<file path="src/rtl/tdm_demux4_if.sv">
// Shared-line TDM link between the mux-side serializer and the 4-channel demux.
// The master drives the sample line and reads back the decoded channels.
// The slave (demux) receives samples and drives the channel outputs.
interface tdm_demux4_if #(
    parameter int unsigned WIDTH = 8
);
    logic [WIDTH-1:0] din;
    logic             din_valid;
    logic             frame_sync;
    logic [WIDTH-1:0] q0;
    logic [WIDTH-1:0] q1;
    logic [WIDTH-1:0] q2;
    logic [WIDTH-1:0] q3;
    logic             q_valid;
    logic [1:0]       slot;
    logic             locked;
    logic             sync_err;

    modport master (
        output din, din_valid, frame_sync,
        input  q0, q1, q2, q3, q_valid, slot, locked, sync_err
    );

    modport slave (
        input  din, din_valid, frame_sync,
        output q0, q1, q2, q3, q_valid, slot, locked, sync_err
    );
endinterface

</file>
<file path="src/rtl/tdm_demux4.sv">
// 4-channel TDM receiver: locks on frame_sync, stages slots 0..2 and updates
// all four channel outputs together when the slot-3 sample is accepted.
// Optional mid-frame idle timeout enabled by defining TDM_TIMEOUT_EN.
module tdm_demux4 #(
    parameter int unsigned WIDTH   = 8,
    parameter int unsigned TIMEOUT = 16
) (
    input  logic              clk,
    input  logic              rst,
    tdm_demux4_if.slave       bus
);
    typedef enum logic {S_IDLE, S_RUN} state_t;

    state_t           r_state;
    logic [WIDTH-1:0] r_stage0;
    logic [WIDTH-1:0] r_stage1;
    logic [WIDTH-1:0] r_stage2;
    logic [WIDTH-1:0] r_q0;
    logic [WIDTH-1:0] r_q1;
    logic [WIDTH-1:0] r_q2;
    logic [WIDTH-1:0] r_q3;
    logic             r_q_valid;
    logic [1:0]       r_slot;
    logic             r_sync_err;
    logic             w_accept;

    // A zero timeout would unlock a frame before it could ever advance
    if (TIMEOUT == 0) begin : g_bad_timeout
        $error("tdm_demux4: TIMEOUT must be at least 1");
    end

`ifdef TDM_TIMEOUT_EN
    localparam int unsigned CNT_W = $clog2(TIMEOUT + 1);
    logic [CNT_W-1:0] r_idle_cnt;
`endif

    assign w_accept = bus.din_valid;

    // Frame alignment FSM, staging buffer and registered channel outputs
    always_ff @(posedge clk) begin
        if (rst) begin
            r_state    <= S_IDLE;
            r_stage0   <= '0;
            r_stage1   <= '0;
            r_stage2   <= '0;
            r_q0       <= '0;
            r_q1       <= '0;
            r_q2       <= '0;
            r_q3       <= '0;
            r_q_valid  <= 1'b0;
            r_slot     <= 2'd0;
            r_sync_err <= 1'b0;
`ifdef TDM_TIMEOUT_EN
            r_idle_cnt <= '0;
`endif
        end else begin
            r_q_valid  <= 1'b0;
            r_sync_err <= 1'b0;
            case (r_state)
                S_IDLE: begin
`ifdef TDM_TIMEOUT_EN
                    r_idle_cnt <= '0;
`endif
                    if (w_accept && bus.frame_sync) begin
                        r_stage0 <= bus.din;
                        r_slot   <= 2'd1;
                        r_state  <= S_RUN;
                    end
                end
                S_RUN: begin
                    if (w_accept) begin
`ifdef TDM_TIMEOUT_EN
                        r_idle_cnt <= '0;
`endif
                        if (bus.frame_sync) begin
                            // Sync mid-frame means misalignment: drop partial frame and realign
                            r_sync_err <= (r_slot != 2'd0);
                            r_stage0   <= bus.din;
                            r_slot     <= 2'd1;
                        end else begin
                            case (r_slot)
                                2'd0: r_stage0 <= bus.din;
                                2'd1: r_stage1 <= bus.din;
                                2'd2: r_stage2 <= bus.din;
                                default: begin
                                    r_q0      <= r_stage0;
                                    r_q1      <= r_stage1;
                                    r_q2      <= r_stage2;
                                    r_q3      <= bus.din;
                                    r_q_valid <= 1'b1;
                                end
                            endcase
                            r_slot <= r_slot + 2'd1;
                        end
                    end
`ifdef TDM_TIMEOUT_EN
                    else if (r_slot != 2'd0) begin
                        // Stalled mid-frame too long: give up the lock
                        if (r_idle_cnt == CNT_W'(TIMEOUT - 1)) begin
                            r_sync_err <= 1'b1;
                            r_slot     <= 2'd0;
                            r_idle_cnt <= '0;
                            r_state    <= S_IDLE;
                        end else begin
                            r_idle_cnt <= r_idle_cnt + CNT_W'(1);
                        end
                    end
`endif
                end
                default: begin
                    r_state <= S_IDLE;
                    r_slot  <= 2'd0;
                end
            endcase
        end
    end

    assign bus.q0       = r_q0;
    assign bus.q1       = r_q1;
    assign bus.q2       = r_q2;
    assign bus.q3       = r_q3;
    assign bus.q_valid  = r_q_valid;
    assign bus.slot     = r_slot;
    assign bus.locked   = (r_state == S_RUN);
    assign bus.sync_err = r_sync_err;
endmodule
</file>
<file path="src/flat_wrapper.sv">
// flat-port wrapper written by rule: the top's interface ports become plain ports
module tdm_demux4_flat 
#(
    parameter int unsigned WIDTH   = 8,
    parameter int unsigned TIMEOUT = 16
)
  (clk, rst, bus_din, bus_din_valid, bus_frame_sync, bus_q0, bus_q1, bus_q2, bus_q3, bus_q_valid, bus_slot, bus_locked, bus_sync_err);
  tdm_demux4_if #(.WIDTH(WIDTH)) bus_i ();
  input  logic clk;
  input  logic rst;
  input wire logic [$bits(bus_i.din)-1:0] bus_din;
  input wire logic [$bits(bus_i.din_valid)-1:0] bus_din_valid;
  input wire logic [$bits(bus_i.frame_sync)-1:0] bus_frame_sync;
  output wire logic [$bits(bus_i.q0)-1:0] bus_q0;
  output wire logic [$bits(bus_i.q1)-1:0] bus_q1;
  output wire logic [$bits(bus_i.q2)-1:0] bus_q2;
  output wire logic [$bits(bus_i.q3)-1:0] bus_q3;
  output wire logic [$bits(bus_i.q_valid)-1:0] bus_q_valid;
  output wire logic [$bits(bus_i.slot)-1:0] bus_slot;
  output wire logic [$bits(bus_i.locked)-1:0] bus_locked;
  output wire logic [$bits(bus_i.sync_err)-1:0] bus_sync_err;
  assign bus_i.din = bus_din;
  assign bus_i.din_valid = bus_din_valid;
  assign bus_i.frame_sync = bus_frame_sync;
  assign bus_q0 = bus_i.q0;
  assign bus_q1 = bus_i.q1;
  assign bus_q2 = bus_i.q2;
  assign bus_q3 = bus_i.q3;
  assign bus_q_valid = bus_i.q_valid;
  assign bus_slot = bus_i.slot;
  assign bus_locked = bus_i.locked;
  assign bus_sync_err = bus_i.sync_err;
  tdm_demux4 #(.WIDTH(WIDTH), .TIMEOUT(TIMEOUT)) u_core (.clk(clk), .rst(rst), .bus(bus_i));
endmodule
</file>
<file path="config.mk">
export PLATFORM = sky130hd
export DESIGN_NAME = tdm_demux4_flat
export DESIGN_NICKNAME = d
export VERILOG_FILES = /design/src/rtl/tdm_demux4_if.sv /design/src/rtl/tdm_demux4.sv /design/src/flat_wrapper.sv
export SDC_FILE = /design/constraint.sdc
export NUM_CORES = 1
export LEC_CHECK = 0
export CAP_MARGIN = 0
export CORE_MARGIN = 4
export CORE_UTILIZATION = 53
export CTS_CLUSTER_DIAMETER = 60
export DETAILED_ROUTE_END_ITERATION = 8
export PLACE_DENSITY = 0.83
export SYNTH_ARGS = -nofsm -noshare
export SYNTH_HDL_FRONTEND = slang
export SYNTH_SLANG_ARGS = --single-unit
export TNS_END_PERCENT = 100
</file>
<file path="constraint.sdc">
create_clock -name clk -period 2.2 [get_ports clk]
set_input_delay 0.44 -clock clk [delete_from_list [all_inputs] [get_ports clk]]
set_output_delay 0.44 -clock clk [all_outputs]
set_load 0.005 [all_outputs]
</file>
* Word-level counts from Yosys, hierarchy flattened
Cells that the tools add are included.
W data, S select, Z words.
** Operators by class
- Eq/ne operators :: 5
- Reduce and logical (&&, ||, !) cells :: 11
- Bitwise logic cells :: 4
- Mux-type cells :: 12
- Add/sub/neg operators :: 1
** Operators with widths (number)
- $mux W8 :: 4
- $pmux W8 S2 :: 1
- $reduce_and A4 Y1 :: 3
- $reduce_or A4 Y1 :: 2
- $mux W2 :: 3
- $not A1 Y1 :: 4
- $pmux W2 S2 :: 1
- $mux W1 :: 3
- $ne A3 B3 Y1 const B :: 1
- $reduce_and A3 Y1 :: 1
- $reduce_or A3 Y1 :: 1
- $add A2 B1 Y2 const B :: 1
- $eq A2 B1 Y1 const B :: 1
- $eq A2 B2 Y1 const B :: 1
- $logic_not A2 Y1 :: 1
- $ne A2 B1 Y1 const B :: 1
- $ne A2 B2 Y1 const B :: 1
- $reduce_and A2 Y1 :: 1
- $reduce_bool A2 Y1 :: 1
- $logic_and A1 B1 Y1 :: 1
** Word-level totals
- Bits of input ports :: 12
- Word-level logic and storage cells :: 44
- Register bits after elaboration :: 61
- Output and inout port bits :: 37

* Depth between registers and ports, before layout
- Word-level depth :: 5
- Depth in mapped cells :: 6
- Depth with buffers taken out :: 5

* Worst setup path before layout
Ideal clock, no wire load.
- Path type :: input -> register
- Start point :: input port bus_frame_sync
- End point :: register u_core.r_q0[0], in the netlist u_core.bus.q0[0]
- Stages on the path :: 5
- Path slack :: 0.944 ns
- Library setup time :: 0.132 ns
- Buffers on the path :: 2
- Arrival :: 1.123 ns
- Cell sequence :: buf_4 > nand4b_2 > buf_2 > nand2_1 > a21oi_1
** On the way
- Cells in the longest elaborated chain, start to end :: 2
** Ends and longest elaborated chain
- start: declaration :: RTL line flat_wrapper.sv:13 : input wire logic [$bits(bus_i.frame_sync)-1:0] bus_frame_sync;
- $not A1 Y1 (no line)
- $reduce_and A4 Y1 (no line)
- end signal: assignment :: RTL line tdm_demux4.sv:86 : r_q0 <= r_stage0;
- end: declaration :: RTL line tdm_demux4.sv:18 : logic [WIDTH-1:0] r_q0;
No other way between the ends.
A chain may end at the register's enable or synchronous reset.

* Worst setup path in the final report
- Start point :: register u_core.r_state, in the netlist u_core.bus.locked
- End point :: output port bus_locked
** RTL lines
- start: declaration :: RTL line tdm_demux4.sv:14 : state_t r_state;
- start signal: assignment :: RTL line tdm_demux4.sv:42 : r_state <= S_IDLE;
- start signal: assignment :: RTL line tdm_demux4.sv:67 : r_state <= S_RUN;
- start signal: assignment :: RTL line tdm_demux4.sv:111 : r_state <= S_IDLE;
- end: declaration :: RTL line flat_wrapper.sv:20 : output wire logic [$bits(bus_i.locked)-1:0] bus_locked;
No word-level cell between the ends.

==> impl_metrics.toml <==
[outcome]
status = "complete, no violations"

[pwr]
sequentialPowerShare_pct = 49.8
power.density_cell_area_nw_per_um2 = 762.6
sw_pwr_mw = 0.4904
swShare_pct = 21.66
power.internal_mw = 1.774
pwr-share-clk_pct = 45.7
p_leak_nw = 1.033
max-vdd-ir-drop_v = 0.0004469
share_comb_of_total_power_pct = 4.6
fin_total_pwr_mw = 2.264

[floorplan]
start_util_pct = 55.81
die_w_um = 73.37
die_h_um = 73.37
core_area_um2 = 4058
io_pins = 49
design.die.area_um2 = 5382
floorplan.rows = 23

[placement]
post-place-cells = 358
post_dp_hpwl_um = 3558
place_congestion = 0.7632
io_buffers = 48

[timing]
finalCriticalPeriod_ps = 1938
post-route-period-util_pct = 88.09
final-setup-viol-count = 0
tightestPinTransition_ps = 421.4
achievable-frequency_ghz = 0.5160
slew_violations = 0
rsz0062_at_grt = "false"
timing.setup.tns_ps = 0
slew-limit-headroom_pct = 71.80
finalHoldViolations = 0
clock_skew_ps = 10.46

[synth]
yosys-top-cells-area = "dfxtp_1, nand2_1, a21oi_1"
yosys-top-cells-count = "nand2_1, dfxtp_1, a21oi_1, o21ai_0, nand3_1"
synthDominantCellAreaShare_pct = 53.92
synth_largest_area_cell = "dfxtp_1"
synthFlopType = "dfxtp_1"
post_synth.cell_area_avg_um2 = 8.235
synth_warnings = 0
post_synth_edffs = 0
synthCells = 275
syn_nets = 291
synth_area_um2 = 2265
synth.ff_latch_count = 61
ys_seq_area_share_pct = 53.92
synthMostInstantiatedCell = "nand2_1"
postSynth.asyncResetShare_pct = 0
yosys.cell_types.count = 19

[cts]
cts-hold-fix-buffers = 0
post-cts-setup-buffer-count = 0
post_cts_resized = 0
tritoncts_clock_tree = "done"
cts_htree_levels = 3
worst_setup_hold_path_clk_slew_ps = 60
cts_made_buffers = 9
cts.sinks = 61
clockBufferDepth = 2
clock_latency_ps = 340
cts_root_buffer = "clkbuf_8"

[drt]
antenna_violation_net_count_after_detailed_routing = 0
number_of_remaining_drc_errors = 0
dr.pass1.iters = 4
avgViaCountPerCell = 5.305
wirelength_um = 5296
drt_iter0_markers = 159
drt-wirelength-per-cell_um = 14.16
vias = 1984

[critical_path]
timing.critical_path.arrival_ps = 1500
cp_cell_sequence = "clkdlybuf4s50_1"
critPathMaxStageDelay_ps = 590
start_kind = "flip-flop"
cp.buffers_inverters = 1
timing_worst_setup_path_type = "flip-flop to primary output"
worst-path-max-fanout = 13
critical-path-slowest-cell = "clkdlybuf4s50_1"
critical_path.endpoint_type = "primary output"
worst-endpoint-required_ps = 1760
crit_family = "buffers and inverters"

[layout]
fraction_of_final_layout_cells_sized_beyond_drive_strength_1_pct = 7.099
fill_cells = 317
design.final.nets = 335
antennaDiodeCount = 0
regArea_um2 = 1221
post_layout_util_pct = 73.17
multiInputGateArea_um2 = 912.1
areaGrowthSynthToFinish_pct = 31.11
layoutNonFillerInstCount = 374

[global_route]
grtUsageTotal_pct = 22.24
grt_remaining_overflow = 0
grt_pass1_vias = 1988
grt_start_max_net_pins = 46
grt_antenna_before_repair = 0
wire_length_of_the_first_global_routing_pass_um = 9108

[run]
max_cap_violations = 0

[hold_path]
worstHoldPathType = "flip-flop to flip-flop"
metrics by stage:
| step | instance area, um2 | hold slack (ps) | setup slack [ps] |
|---|---|---|---|
| 6_report | 2969 | 451.0 | 262.1 |
| 5_1_grt | 2969 | 477.3 | 193.8 |
| 4_1_cts | 2969 | 450.7 | 254.9 |
| 3_5_place_dp | 2758 | 441.3 | 265.5 |
| 3_3_place_gp | 2758 | 438.4 | 336.0 |
| 2_1_floorplan | 2265 | 428.4 | 944.4 |
flip-flops by register name (all words and copies together), names as in the netlist:
register,count
u_core.bus.q2,8
u_core.bus.q_valid,1
u_core.bus.q1,8
u_core.bus.slot,2
u_core.r_stage2,8
u_core.bus.q0,8
u_core.bus.locked,1
u_core.bus.q3,8
u_core.r_stage0,8
u_core.bus.sync_err,1
u_core.r_stage1,8
final timing paths:
path	start	to	slack (ps)	depth (start not counted)
min reg2reg	u_core.r_stage0[1]$_SDFFE_PP0P_	u_core.bus.q0[1]$_SDFFE_PP0P_	450	2
min	u_core.r_stage0[1]$_SDFFE_PP0P_	u_core.bus.q0[1]$_SDFFE_PP0P_	450	2
max reg2reg	u_core.bus.slot[0]$_SDFFE_PP0P_	u_core.bus.q3[2]$_SDFFE_PP0P_	620	5
max	u_core.bus.locked$_SDFF_PP0_	bus_locked	260	1
cell families (layout without fill, tap and decap cells):
| family | after synthesis | in the layout | share of synthesized area [%] |
|---|---|---|---|
| DFF | 61 | 61 | 53.92 |
| buffers and inverters | 23 | 72 | 5.801 |
| adders and majority gates | 4 | 4 | 2.210 |
| and+or+nand+nor | 116 | 116 | 21.88 |
| AOI/OAI and AO/OA | 71 | 71 | 16.19 |
power by group through the flow:
stage	combinational, mW	sequential (mW)	clock, mW
finish	0.103	1.13	1.03
global route	0.113	1.13	1.10
CTS	0.103	1.13	1.04
detailed placement	0.102	1.15	0
global placement	0.0998	1.15	0
floorplan	0.0571	1.15	0
cells in the final DEF (no fill, tap or decap):
cell type and count:
clkbuf_8 12, nor2_1 4, bufinv_16 1, ha_1 4
dfxtp_1 61, buf_12 3, buf_4 2, clkbuf_1 1
clkinvlp_4 1, a21oi_2 1, and3b_1 1, nand2_1 96
o21ai_0 9, clkinv_2 1, nand3_1 8, and4b_1 3
inv_1 3, a21o_1 2, clkdlybuf4s50_1 47, a22oi_1 1
nand4b_1 3, a21oi_1 58, buf_2 1, nand4b_2 1
final cells by class:
cell class | instances | area share (%)
Sequential cell | 61 | 41.13
Multi-Input combinational cell | 191 | 30.72
Tap cell | 50 | 2.107
Inverter | 3 | 0.3793
Timing Repair Buffer | 53 | 18.54
Clock buffer | 13 | 5.689
Clock inverter | 3 | 1.433
per-layer routing:
layer	up-vias	GRT usage (%)	share of wire, %
met5	-	0	0
met4	0	7.847	1.4
met3	9	7.661	8.5
met2	79	36.54	50
met1	903	27.07	40
li1	993	-	-
Note: power is estimated with default switching activity, not from simulation.
==> variant: new RTL, same settings <==
`WIDTH` is set to 8 in 3 places; all go to 10.
--- a/src/rtl/tdm_demux4_if.sv
+++ b/src/rtl/tdm_demux4_if.sv
@@ -4,3 +4,3 @@
 interface tdm_demux4_if #(
-    parameter int unsigned WIDTH = 8
+    parameter int unsigned WIDTH = 10
 );
--- a/src/rtl/tdm_demux4.sv
+++ b/src/rtl/tdm_demux4.sv
@@ -4,3 +4,3 @@
 module tdm_demux4 #(
-    parameter int unsigned WIDTH   = 8,
+    parameter int unsigned WIDTH   = 10,
     parameter int unsigned TIMEOUT = 16
--- a/src/flat_wrapper.sv
+++ b/src/flat_wrapper.sv
@@ -3,3 +3,3 @@
 #(
-    parameter int unsigned WIDTH   = 8,
+    parameter int unsigned WIDTH   = 10,
     parameter int unsigned TIMEOUT = 16
Interface: changed (5 resized); port bits go from 49 to 59. No check against the original RTL was run, so the function may have changed too.
==> variant against the unedited design <==
Largest cell class unchanged. Cell count is 22% higher. Wire length is 17% higher. Setup slack worse by 29 ps. Core utilization is 3.4 points lower. Area after synthesis is 26% higher. Cell area is 22% higher. Largest power group unchanged. Sequential cell count is 14 higher. Critical endpoint unchanged. Power is 12% higher. Critical path depth stayed put.
==> variant: results (changes against the unedited design) <==
antenna_found_initial: 0  # unchanged
setup_skew_after_layout_ps: 6.24  # was 10.5 ps
post_drt_via_cell_ratio: 5.14  # was 5.30
placement.cell_area_sq_um: 3420  # was 2760 sq um
port_buffers: 58  # was 48
combinationalPower_w: 0.000127  # was 0.000103 W
post_synth_fa_ha_maj_area_fraction_pct: 1.76  # was 2.21%
clock_cell_area_share_pct: 5.20  # was 7.12%
drtIter0Drc: 125  # was 159
flops_and_latches: 75  # was 61
via_count_of_the_first_global_routing_pass: 2252  # was 1988
reg2regPathDepth: 4  # was 5
status: "finished, final reports clean"  # unchanged
nNonClkBuffers: 62  # was 53
grt_max_degree: 42  # was 46
regToRegEndpoint: "u_core.bus.q1[9]"  # was u_core.bus.q3[2]
synth_nets: 351  # was 291
synth_seq_area_share_pct: 52.7  # was 53.9%
post_synth_num_cell_types: 22  # was 19
cp_data_arrival_time_ps: 1530  # was 1500 ps
fin_hold_ws_ps: 453  # was 451 ps
nonClkBufAreaFrac_pct: 17.5  # was 18.5%
max_slew_margin_pct: 60.7  # was 71.8%
wl_mm: 6.20  # was 5.30 mm
totalPowerFinal_w: 0.00253  # was 0.00226 W
portion_of_netlist_area_occupied_by_mux_cells_pct: 3.51  # was 0%
critical-path-slowest-cell: "sky130_fd_sc_hd__dfxtp_1"  # was sky130_fd_sc_hd__clkdlybuf4s50_1
count_of_inserted_tapcells: 70  # was 50
layout_clock_buffer_count: 14  # was 13
grt_pass1_wl_mm: 10.4  # was 9.11 mm
seq_area_sq_um: 1500  # was 1220 sq um
power_switching_share_pct: 21.5  # was 21.7%
nFillCells: 415  # was 317
sequentialPowerShare_pct: 54.8  # was 49.8%
synth_compound_area_share_pct: 11.8  # was 16.2%
worst-path-max-fanout: 12  # was 13
synth.top_cells.by_count: "120 x sky130_fd_sc_hd__nand2_1, 75 x sky130_fd_sc_hd__dfxtp_1, 61 x sky130_fd_sc_hd__a21oi_1, 20 x sky130_fd_sc_hd__nand2b_1, 10 x sky130_fd_sc_hd__mux2i_1"  # was 96 x sky130_fd_sc_hd__nand2_1, 61 x sky130_fd_sc_hd__dfxtp_1, 58 x sky130_fd_sc_hd__a21oi_1, 9 x sky130_fd_sc_hd__o21ai_0, 8 x sky130_fd_sc_hd__nand3_1
multi_input_area_share_pct: 33.1  # was 30.7%
r2r_slack_ps: 550  # was 620 ps
synth_top_cells_by_area: "sky130_fd_sc_hd__dfxtp_1 53%, sky130_fd_sc_hd__nand2_1 16%, sky130_fd_sc_hd__a21oi_1 11%"  # was sky130_fd_sc_hd__dfxtp_1 54%, sky130_fd_sc_hd__nand2_1 16%, sky130_fd_sc_hd__a21oi_1 13%
drive_gt1_share_pct: 5.41  # was 7.10%
place_congestion: 0.790  # was 0.763
hpwlAfterDp_mm: 4.06  # was 3.56 mm
static-leakage-power_nw: 1.32  # was 1.03 nW
-- variant: routing by layer --
metal | share of wire (%) | vias up | global-route usage (%)
met3 | 5.1 | 11 | 5.43
met2 | 49 | 57 | 34.2
met5 | 0 | - | 0
li1 | - | 1178 | -
met4 | 1.5 | 0 | 8.11
met1 | 45 | 1106 | 25.5
-- variant: worst min-delay path by stage --
stage                  startpoint               end  cells past startpoint
2_1_floorplan  u_core.r_stage1[0]  u_core.bus.q1[0]                      2
3_3_place_gp   u_core.r_stage1[9]  u_core.bus.q1[9]                      2
3_5_place_dp   u_core.r_stage0[6]  u_core.bus.q0[6]                      2
4_1_cts        u_core.r_stage2[5]  u_core.bus.q2[5]                      2
5_1_grt        u_core.r_stage2[5]  u_core.bus.q2[5]                      2
6_report       u_core.r_stage0[2]  u_core.bus.q0[2]                      2
-- variant: through the flow --
stage	utilization, %	worst slack (ps)	cells
finish	69.8	233	458
global route	69.8	138	458
CTS	69.8	226	458
detailed placement	66.1	88.0	442
global placement	66.1	165	442
floorplan	-	925	333
